===== config.mk =====
export PLATFORM = sky130hd
export DESIGN_NAME = panel_io_ctrl
export DESIGN_NICKNAME = d
export VERILOG_FILES = /design/src/rtl/panel_io_ctrl.sv
export SDC_FILE = /design/constraint.sdc
export NUM_CORES = 1
export LEC_CHECK = 0
export CAP_MARGIN = 25
export CORE_AREA = 5 5 154 156
export CTS_CLUSTER_SIZE = 25
export DETAILED_ROUTE_END_ITERATION = 16
export DIE_AREA = 0 0 159 161
export REMOVE_ABC_BUFFERS = 1
export SLEW_MARGIN = 20
export SYNTH_ARGS = -nofsm -noshare
export SYNTH_HDL_FRONTEND = slang
export SYNTH_SLANG_ARGS = --single-unit

===== constraint.sdc =====
create_clock -name clk -period 4.6 [get_ports clk]
set_clock_uncertainty 0.2 [all_clocks]
set_input_delay 0.92 -clock clk [delete_from_list [all_inputs] [get_ports clk]]
set_output_delay 0.92 -clock clk [all_outputs]
set_load 0.03 [all_outputs]

===== src/rtl/panel_io_ctrl.sv =====
// Front-panel controller: button debounce and press events, LED mode mux with blink/heartbeat, beep burst sequencer.
// Optional PANEL_BTN_CLICK_EN: a debounced press in IDLE starts a single-beep click.
module panel_io_ctrl #(
  parameter int DEBOUNCE_CYC  = 1_000_000,
  parameter int BEEP_HALF_CYC = 25_000,
  parameter int BEEP_ON_CYC   = 10_000_000,
  parameter int BEEP_OFF_CYC  = 10_000_000,
  parameter int BLINK_CYC     = 50_000_000
) (
  input  logic       clk,
  input  logic       rst,
  input  logic [1:0] btn_raw,
  output logic [1:0] btn_level,
  output logic [1:0] btn_press,
  input  logic [5:0] led_sw,
  input  logic [1:0] led_mode,
  output logic [5:0] LEDS,
  input  logic       beep_start,
  input  logic [3:0] beep_count,
  output logic       beep_busy,
  output logic       Beep
);

  localparam int DUR_MAX = (BEEP_ON_CYC > BEEP_OFF_CYC) ? BEEP_ON_CYC : BEEP_OFF_CYC;
  localparam int DB_W    = (DEBOUNCE_CYC > 1) ? $clog2(DEBOUNCE_CYC) : 1;
  localparam int TONE_W  = (BEEP_HALF_CYC > 1) ? $clog2(BEEP_HALF_CYC) : 1;
  localparam int DUR_W   = (DUR_MAX > 1) ? $clog2(DUR_MAX) : 1;
  localparam int BLK_W   = (BLINK_CYC > 1) ? $clog2(BLINK_CYC) : 1;

  localparam logic [DB_W-1:0]   DB_LAST   = DB_W'(DEBOUNCE_CYC - 1);
  localparam logic [TONE_W-1:0] TONE_LAST = TONE_W'(BEEP_HALF_CYC - 1);
  localparam logic [DUR_W-1:0]  ON_LAST   = DUR_W'(BEEP_ON_CYC - 1);
  localparam logic [DUR_W-1:0]  OFF_LAST  = DUR_W'(BEEP_OFF_CYC - 1);
  localparam logic [BLK_W-1:0]  BLK_LAST  = BLK_W'(BLINK_CYC - 1);

  localparam logic [1:0] S_IDLE = 2'd0;
  localparam logic [1:0] S_ON   = 2'd1;
  localparam logic [1:0] S_OFF  = 2'd2;

  logic [1:0]        sync1_q, sync1_d, sync2_q, sync2_d;
  logic [1:0]        level_q, level_d, press_q, press_d;
  logic [DB_W-1:0]   db_cnt_q [2];
  logic [DB_W-1:0]   db_cnt_d [2];
  logic [1:0]        pressed;
  logic [BLK_W-1:0]  blink_cnt_q, blink_cnt_d;
  logic              blink_q, blink_d;
  logic [5:0]        leds_q, leds_d;
  logic [1:0]        state_q, state_d;
  logic [3:0]        rem_q, rem_d;
  logic [DUR_W-1:0]  dur_q, dur_d;
  logic [TONE_W-1:0] tone_q, tone_d;
  logic              beep_q, beep_d;
  logic              start_ok;
  logic [3:0]        start_cnt;

  // Buttons: raw pins are active-low, so the synchronisers idle at 1 (released).
  always_comb begin
    sync1_d = btn_raw;
    sync2_d = sync1_q;
    pressed = ~sync2_q;
    level_d = level_q;
    for (int i = 0; i < 2; i++) begin
      db_cnt_d[i] = '0;
      if (pressed[i] != level_q[i]) begin
        if (db_cnt_q[i] == DB_LAST) level_d[i] = pressed[i];
        else                        db_cnt_d[i] = db_cnt_q[i] + 1'b1;
      end
    end
    press_d = level_d & ~level_q;
  end

  always_comb begin
    blink_cnt_d = blink_cnt_q + 1'b1;
    blink_d     = blink_q;
    if (blink_cnt_q == BLK_LAST) begin
      blink_cnt_d = '0;
      blink_d     = ~blink_q;
    end
    case (led_mode)
      2'd0:    leds_d = led_sw;
      2'd1:    leds_d = {led_sw[5:1], blink_q};
      2'd2:    leds_d = {6{blink_q}};
      default: leds_d = 6'd0;
    endcase
  end

  // beep_start is a one-cycle request sampled only in IDLE; beep_busy rises the
  // cycle after acceptance and falls with the final forced-low Beep. No queueing.
  always_comb begin
    start_ok  = beep_start && (beep_count != 4'd0);
    start_cnt = beep_count;
`ifdef PANEL_BTN_CLICK_EN
    if (!start_ok && (press_q != 2'b00)) begin
      start_ok  = 1'b1;
      start_cnt = 4'd1;
    end
`endif
  end

  always_comb begin
    state_d = state_q;
    rem_d   = rem_q;
    dur_d   = dur_q;
    tone_d  = tone_q;
    beep_d  = beep_q;
    case (state_q)
      S_IDLE: begin
        beep_d = 1'b0;
        if (start_ok) begin
          state_d = S_ON;
          rem_d   = start_cnt;
          dur_d   = '0;
          tone_d  = '0;
          beep_d  = 1'b1;
        end
      end
      S_ON: begin
        dur_d = dur_q + 1'b1;
        if (tone_q == TONE_LAST) begin
          tone_d = '0;
          beep_d = ~beep_q;
        end else begin
          tone_d = tone_q + 1'b1;
        end
        if (dur_q == ON_LAST) begin
          rem_d   = rem_q - 4'd1;
          dur_d   = '0;
          tone_d  = '0;
          beep_d  = 1'b0;
          state_d = (rem_q == 4'd1) ? S_IDLE : S_OFF;
        end
      end
      S_OFF: begin
        beep_d = 1'b0;
        dur_d  = dur_q + 1'b1;
        if (dur_q == OFF_LAST) begin
          state_d = S_ON;
          dur_d   = '0;
          tone_d  = '0;
          beep_d  = 1'b1;
        end
      end
      default: begin
        state_d = S_IDLE;
        beep_d  = 1'b0;
      end
    endcase
  end

  always_ff @(posedge clk or posedge rst) begin
    if (rst) begin
      sync1_q     <= 2'b11;
      sync2_q     <= 2'b11;
      level_q     <= 2'b00;
      press_q     <= 2'b00;
      for (int i = 0; i < 2; i++) db_cnt_q[i] <= '0;
      blink_cnt_q <= '0;
      blink_q     <= 1'b0;
      leds_q      <= 6'd0;
      state_q     <= S_IDLE;
      rem_q       <= 4'd0;
      dur_q       <= '0;
      tone_q      <= '0;
      beep_q      <= 1'b0;
    end else begin
      sync1_q     <= sync1_d;
      sync2_q     <= sync2_d;
      level_q     <= level_d;
      press_q     <= press_d;
      for (int i = 0; i < 2; i++) db_cnt_q[i] <= db_cnt_d[i];
      blink_cnt_q <= blink_cnt_d;
      blink_q     <= blink_d;
      leds_q      <= leds_d;
      state_q     <= state_d;
      rem_q       <= rem_d;
      dur_q       <= dur_d;
      tone_q      <= tone_d;
      beep_q      <= beep_d;
    end
  end

  assign btn_level = level_q;
  assign btn_press = press_q;
  assign LEDS      = leds_q;
  assign beep_busy = (state_q != S_IDLE);
  assign Beep      = beep_q;

endmodule


# Word level (Yosys, flattened, before mapping)

Cells that the tools add are included.

Register bits after elaboration: 127
Bits in latches: 0
Memory bits (writable): 0
Memory bits (read-only): 0
Input port bits: 17
Memories kept: 0

$add $sub $neg: 6
$mul: 0
Div/mod/pow operators: 0
$lt $le $gt $ge: 0
Equality and inequality tests: 16
Shift-type cells: 0
Multiplexer cells: 31
Bitwise gates (word level): 5
Reduce and logical (&&, ||, !) cells: 13

Operators with widths:

| operator                                                              | number |
|---|---|
| 20-bit two-way mux                                                    | 4 |
| 15-bit two-way mux                                                    | 4 |
| 24-bit two-way mux                                                    | 2 |
| 24-bit one-hot mux with 2 select lines                                | 1 |
| 15-bit one-hot mux with 3 select lines                                | 1 |
| 20-bit by 1-bit adder with 20-bit output, second input constant       | 2 |
| 20-bit equality test, second input constant                           | 2 |
| 26-bit by 1-bit adder with 26-bit output, second input constant       | 1 |
| 26-bit equality test, second input constant                           | 1 |
| 26-bit two-way mux                                                    | 1 |
| 24-bit by 1-bit adder with 24-bit output, second input constant       | 1 |
| 24-bit equality test, second input constant                           | 1 |
| 6-bit one-hot mux with 3 select lines                                 | 1 |
| 15-bit by 1-bit adder with 15-bit output, second input constant       | 1 |
| 15-bit equality test, second input constant                           | 1 |
| 3-bit AND reduction                                                   | 3 |
| 1-bit two-way mux                                                     | 8 |
| 2-bit two-way mux                                                     | 4 |
| 4-bit two-way mux                                                     | 2 |
| 4-bit one-hot mux with 2 select lines                                 | 1 |
| 2-bit != test, second input constant                                  | 3 |
| 2-bit one-hot mux with 3 select lines                                 | 1 |
| 2-bit nonzero test                                                    | 3 |
| 2-bit by 1-bit equality test with 1-bit output, second input constant | 2 |
| other kinds (15)                                                      | 20 |

# Logic depth before layout (Yosys ltp)

Depth in word-level cells: 4
Depth in mapped cells: 9
Depth with buffers taken out: 6

# Least setup slack after synthesis

OpenSTA, ideal clock, no wires.

Kind: input -> register
Start point: input beep_count[2]
End point: register dur_q[10]
Setup time: 0.128 ns
Data arrival time: 2.252 ns
Data required time: 4.272 ns
Path slack: 2.020 ns
Stages on the path: 7
Cell sequence: o41a_1 > mux2i_1 > buf_2 > buf_2 > nor3_1 > a31oi_1 > o31ai_1

Word-level cells in the longest chain between the ends: 4

Ends and longest elaborated chain:

| item                                 | line | text |
|---|---|---|
| start, declared                      | 19   | `input logic [3:0] beep_count,` |
| 4-bit nonzero test                   | 90   | `start_ok = beep_start && (beep_count != 4'd0);` |
| 1-bit logical AND                    | 90   |  |
| 2-bit != test (no source line)       | n/a  |  |
| 2-bit AND reduction (no source line) | n/a  |  |
| end signal, assigned                 | 176  | `dur_q <= dur_d;` |
| end, declared                        | 50   | `logic [DUR_W-1:0] dur_q, dur_d;` |

Every way passes these cells.
A chain may end at the register's enable or synchronous reset.

# Final worst setup path

Start point: register state_q[0]
End point: output beep_busy

Word-level cells in the longest chain between the ends: 1

Ends and longest elaborated chain:

| item                   | line | text |
|---|---|---|
| start, declared        | 48   | `logic [1:0] state_q, state_d;` |
| start signal, assigned | 174  | `state_q <= state_d;` |
| 2-bit nonzero test     | 185  | `assign beep_busy = (state_q != S_IDLE);` |
| end, declared          | 20   | `output logic beep_busy,` |

Every way passes these cells.

==> out/metrics.csv <==
stage,metric,value,unit
outcome,status,"finished, final reports clean",
final_layout,area delta synth->final,17.94,%
yosys,"EDFF count, synth",0,
die,effective utilization at floorplan,29.21,%
yosys,area of the mapped netlist,6494,um^2
power,Peak VDD IR,0.2763,mV
route,total wire length,12900,um
die,Die Area,25600,um^2
sta,worst-margin pin slew,0.9415,ns
global_routing,pin count of the biggest net entering global routing,68,
placed_design,I/O Buffers,28,
worst_setup_path,reg-to-reg critical path startpoint,dur_q[0]$_DFFE_PP0P_,
sta,# setup viols final,0,
clocking,Sink Count,127,
placed_design,placed insts,966,
route,Via Count,4894,
route,WL per Instance,12.92,um
final_layout,Final Core Density,34.46,%
power,Pwr per Cell Area,424.2,nW/um^2
clocking,clk root buf,clkbuf_16,
route,via density per instance,4.904,
clocking,clock transition at the registers of the reported paths,0.06,ns
route,first-pass iteration count of the detailed router,4,
power,leakage,0.003227,uW
clocking,Resize count post-CTS,0,
sta,f_max,0.3093,GHz
sta,"Hold Vio Cnt, Final",0,
worst_setup_path,reg-to-reg critical path endpoint,tone_q[14]$_DFFE_PP0P_,
die,DIE HEIGHT,161,um
yosys,post-synth top area cell,dfrtp_1,
clocking,"Setup Fix Bufs, Post-CTS",0,
global_routing,total global-route track usage,10.33,%
final_layout,Final Non-Filler Cells,998,
sta,minimum clock period,3.233,ns
clocking,CTS buffer count,17,
global_routing,first-pass GRT wire length,22290,um
worst_setup_path,Worst Setup Start Kind,flop,
worst_setup_path,CP required,3.48,ns
worst_setup_path,Crit Path Max Fanout,9,
clocking,clk_lat worst skew,0.42,ns
flow_run,number of max-cap violations,0,
route,Post-DRT Antenna Nets,0,
sta,Rel. slew slack,36.65,%
final_layout,ANT cells,0,
clocking,Hold Buf Count CTS,0,
worst_setup_path,crit path DAT,2.11,ns
die,I/O pins,29,
worst_setup_path,FF-to-FF path depth,6,
worst_setup_path,Setup crit end,beep_busy,
route,DR iter-0 viols,288,
yosys,Syn Area/Cell,9.736,um^2
yosys,"Top FF cell, synth",dfrtp_1,
sta,crit share post-route,70.28,%
yosys,Ys Warns,0,
yosys,Cells after Synth,667,
worst_setup_path,Crit. Startpoint,state_q[0]$_DFFE_PP0P_,
final_layout,share of cells above drive strength 1,7.153,%
sta,Worst Hold Slack,0.1559,ns
yosys,Post-synth ARST share,100.0,%
global_routing,initial antenna violation count,0,
worst_setup_path,Worst R2R Setup Slack,1.89,ns
yosys,Synth top area share,47.40,%
yosys,ranking of synthesized cells by area,"dfrtp_1 (47%), xor2_1 (5.4%), nor2_1 (5.2%)",
worst_setup_path,CP Capture Type,output pin,
die,die width,159,um
yosys,"Seq/Total Area, Yosys",49.02,%
clocking,clock buffer depth,2,
sta,accumulated negative setup slack,0,ns
worst_setup_path,Setup CP Type,reg2out,
clocking,CTS tree,yes,
route,# DRC,0,
global_routing,vias in the first global route,4676,
die,Core ar.,22230,um^2
sta,"Slew Viols, Final",0,
die,Std-Cell Rows,55,
worst_hold_path,HP Start,sync1_q[1]$_DFF_PP1_,
yosys,Yosys reg bits,127,
final_layout,nets@finish,728,
yosys,Netlist cell types,59,
clocking,CTS H-tree lvls,4,
global_routing,"Remaining Overflow, GRT",0,
placed_design,Post-DP HPWL,8619,um
sta,RSZ-0062 raised after global routing,false,
placed_design,RD Place Congestion,0.7771,
worst_hold_path,type of the worst min-delay path,reg2reg,
## worst min-delay path by stage
stage,endpoint,slack (ns),cells past startpoint
after floorplan,sync2_q[0]$_DFF_PP1_,0.15,0
after global placement,sync2_q[0]$_DFF_PP1_,0.15,0
after detailed placement,sync2_q[1]$_DFF_PP1_,0.15,0
after CTS,sync2_q[0]$_DFF_PP1_,0.16,0
after global routing,sync2_q[0]$_DFF_PP1_,0.16,0
final,sync2_q[1]$_DFF_PP1_,0.16,0
## critical path, stage by stage, from the launching register on
cell             delay (ns)
dfrtp_1                0.41
inv_1                  0.09
ha_1                   0.40
inv_1                  0.16
clkdlybuf4s50_1        0.63
## synth_stat cells, types with 4 or more instances
cell type and instances:
or3_1 6, a21oi_1 8, nand2b_1 4, nand3_1 37, a21o_1 7, nor3_1 26, clkbuf_1 10, nor2_1 90
xnor2_1 36, dfstp_2 4, nand2_1 53, and2_1 4, o21ai_0 22, dfrtp_1 123, a221o_1 4, a211oi_1 7
inv_1 26, nand4_1 24, and3_1 15, mux2i_1 9, nor4b_1 6, or4_1 7, a31oi_1 6, ha_1 11
buf_2 8, nor4_1 14, xor2_1 40, and4_1 12
## registers in the layout (all words and copies together), names as in the netlist
name	count
btn_level	2
Beep	1
db_cnt_q	40
dur_q	24
state_q	2
blink_cnt_q	26
sync2_q	2
tone_q	15
rem_q	4
btn_press	2
sync1_q	2
LEDS	6
blink_q	1
## final cells by class
type                       instances  area [um^2]
tap                              285        356.6
clock inverter                    13        115.1
inverter                          26        100.1
fill                            2229        14570
clock buffer                      19        442.9
timing repair buffer              33        330.3
multi-input combinational        495         3131
sequential                       127         3183
## cell families after synthesis
| group | count (synthesis) | share of synthesized area (%) |
|---|---|---|
| fa+ha+maj | 11 | 2.119 |
| compound gates | 80 | 8.497 |
| xor+xnor | 76 | 10.25 |
| flops | 127 | 49.02 |
| mux | 12 | 1.908 |
| simple gates | 316 | 25.34 |
| buf+inv | 45 | 2.871 |
## placed cells by master, fill, tap and decap left out, types with 6 or more instances in the layout
master and count:
a211oi_1 7, a21o_1 7, a21oi_1 8, a31oi_1 6
and3_1 15, and4_1 12, clkbuf_16 17, clkdlybuf4s50_1 28
dfrtp_1 123, ha_1 11, inv_1 25, mux2i_1 9
nand2_1 53, nand3_1 37, nand4_1 24, nor2_1 90
nor3_1 26, nor4_1 13, nor4b_1 6, o21ai_0 22
or3_1 6, or4_1 7, xnor2_1 36, xor2_1 40
## stage by stage
stage                     setup WS, ns  total power (uW)  cell area [um^2]
after global routing             1.210              3430              7659
after CTS                        1.327              3289              7652
after detailed placement         1.251              2009              7094
after global placement           1.234              2011              7094
after floorplan                 0.1023              1767              6405
final                            1.367              3249              7659
## per-layer routing
metal | part of all wire, % | track usage (%) | up-vias
met5 | 0 | 0 | -
met4 | 1.4 | 3.994 | 0
met3 | 3.7 | 2.985 | 13
met2 | 46 | 16.02 | 67
met1 | 49 | 13.71 | 2368
li1 | - | - | 2446
## where the power goes
group | switching (uW) | leakage (uW) | internal (uW) | total, uW
clock network | 505 | 0.000266 | 756 | 1260
registers | 70.7 | 0.00171 | 1190 | 1260
logic | 471 | 0.00125 | 255 | 726
total | 1050 | 0.00323 | 2200 | 3250
(Power assumes the default switching activity.)
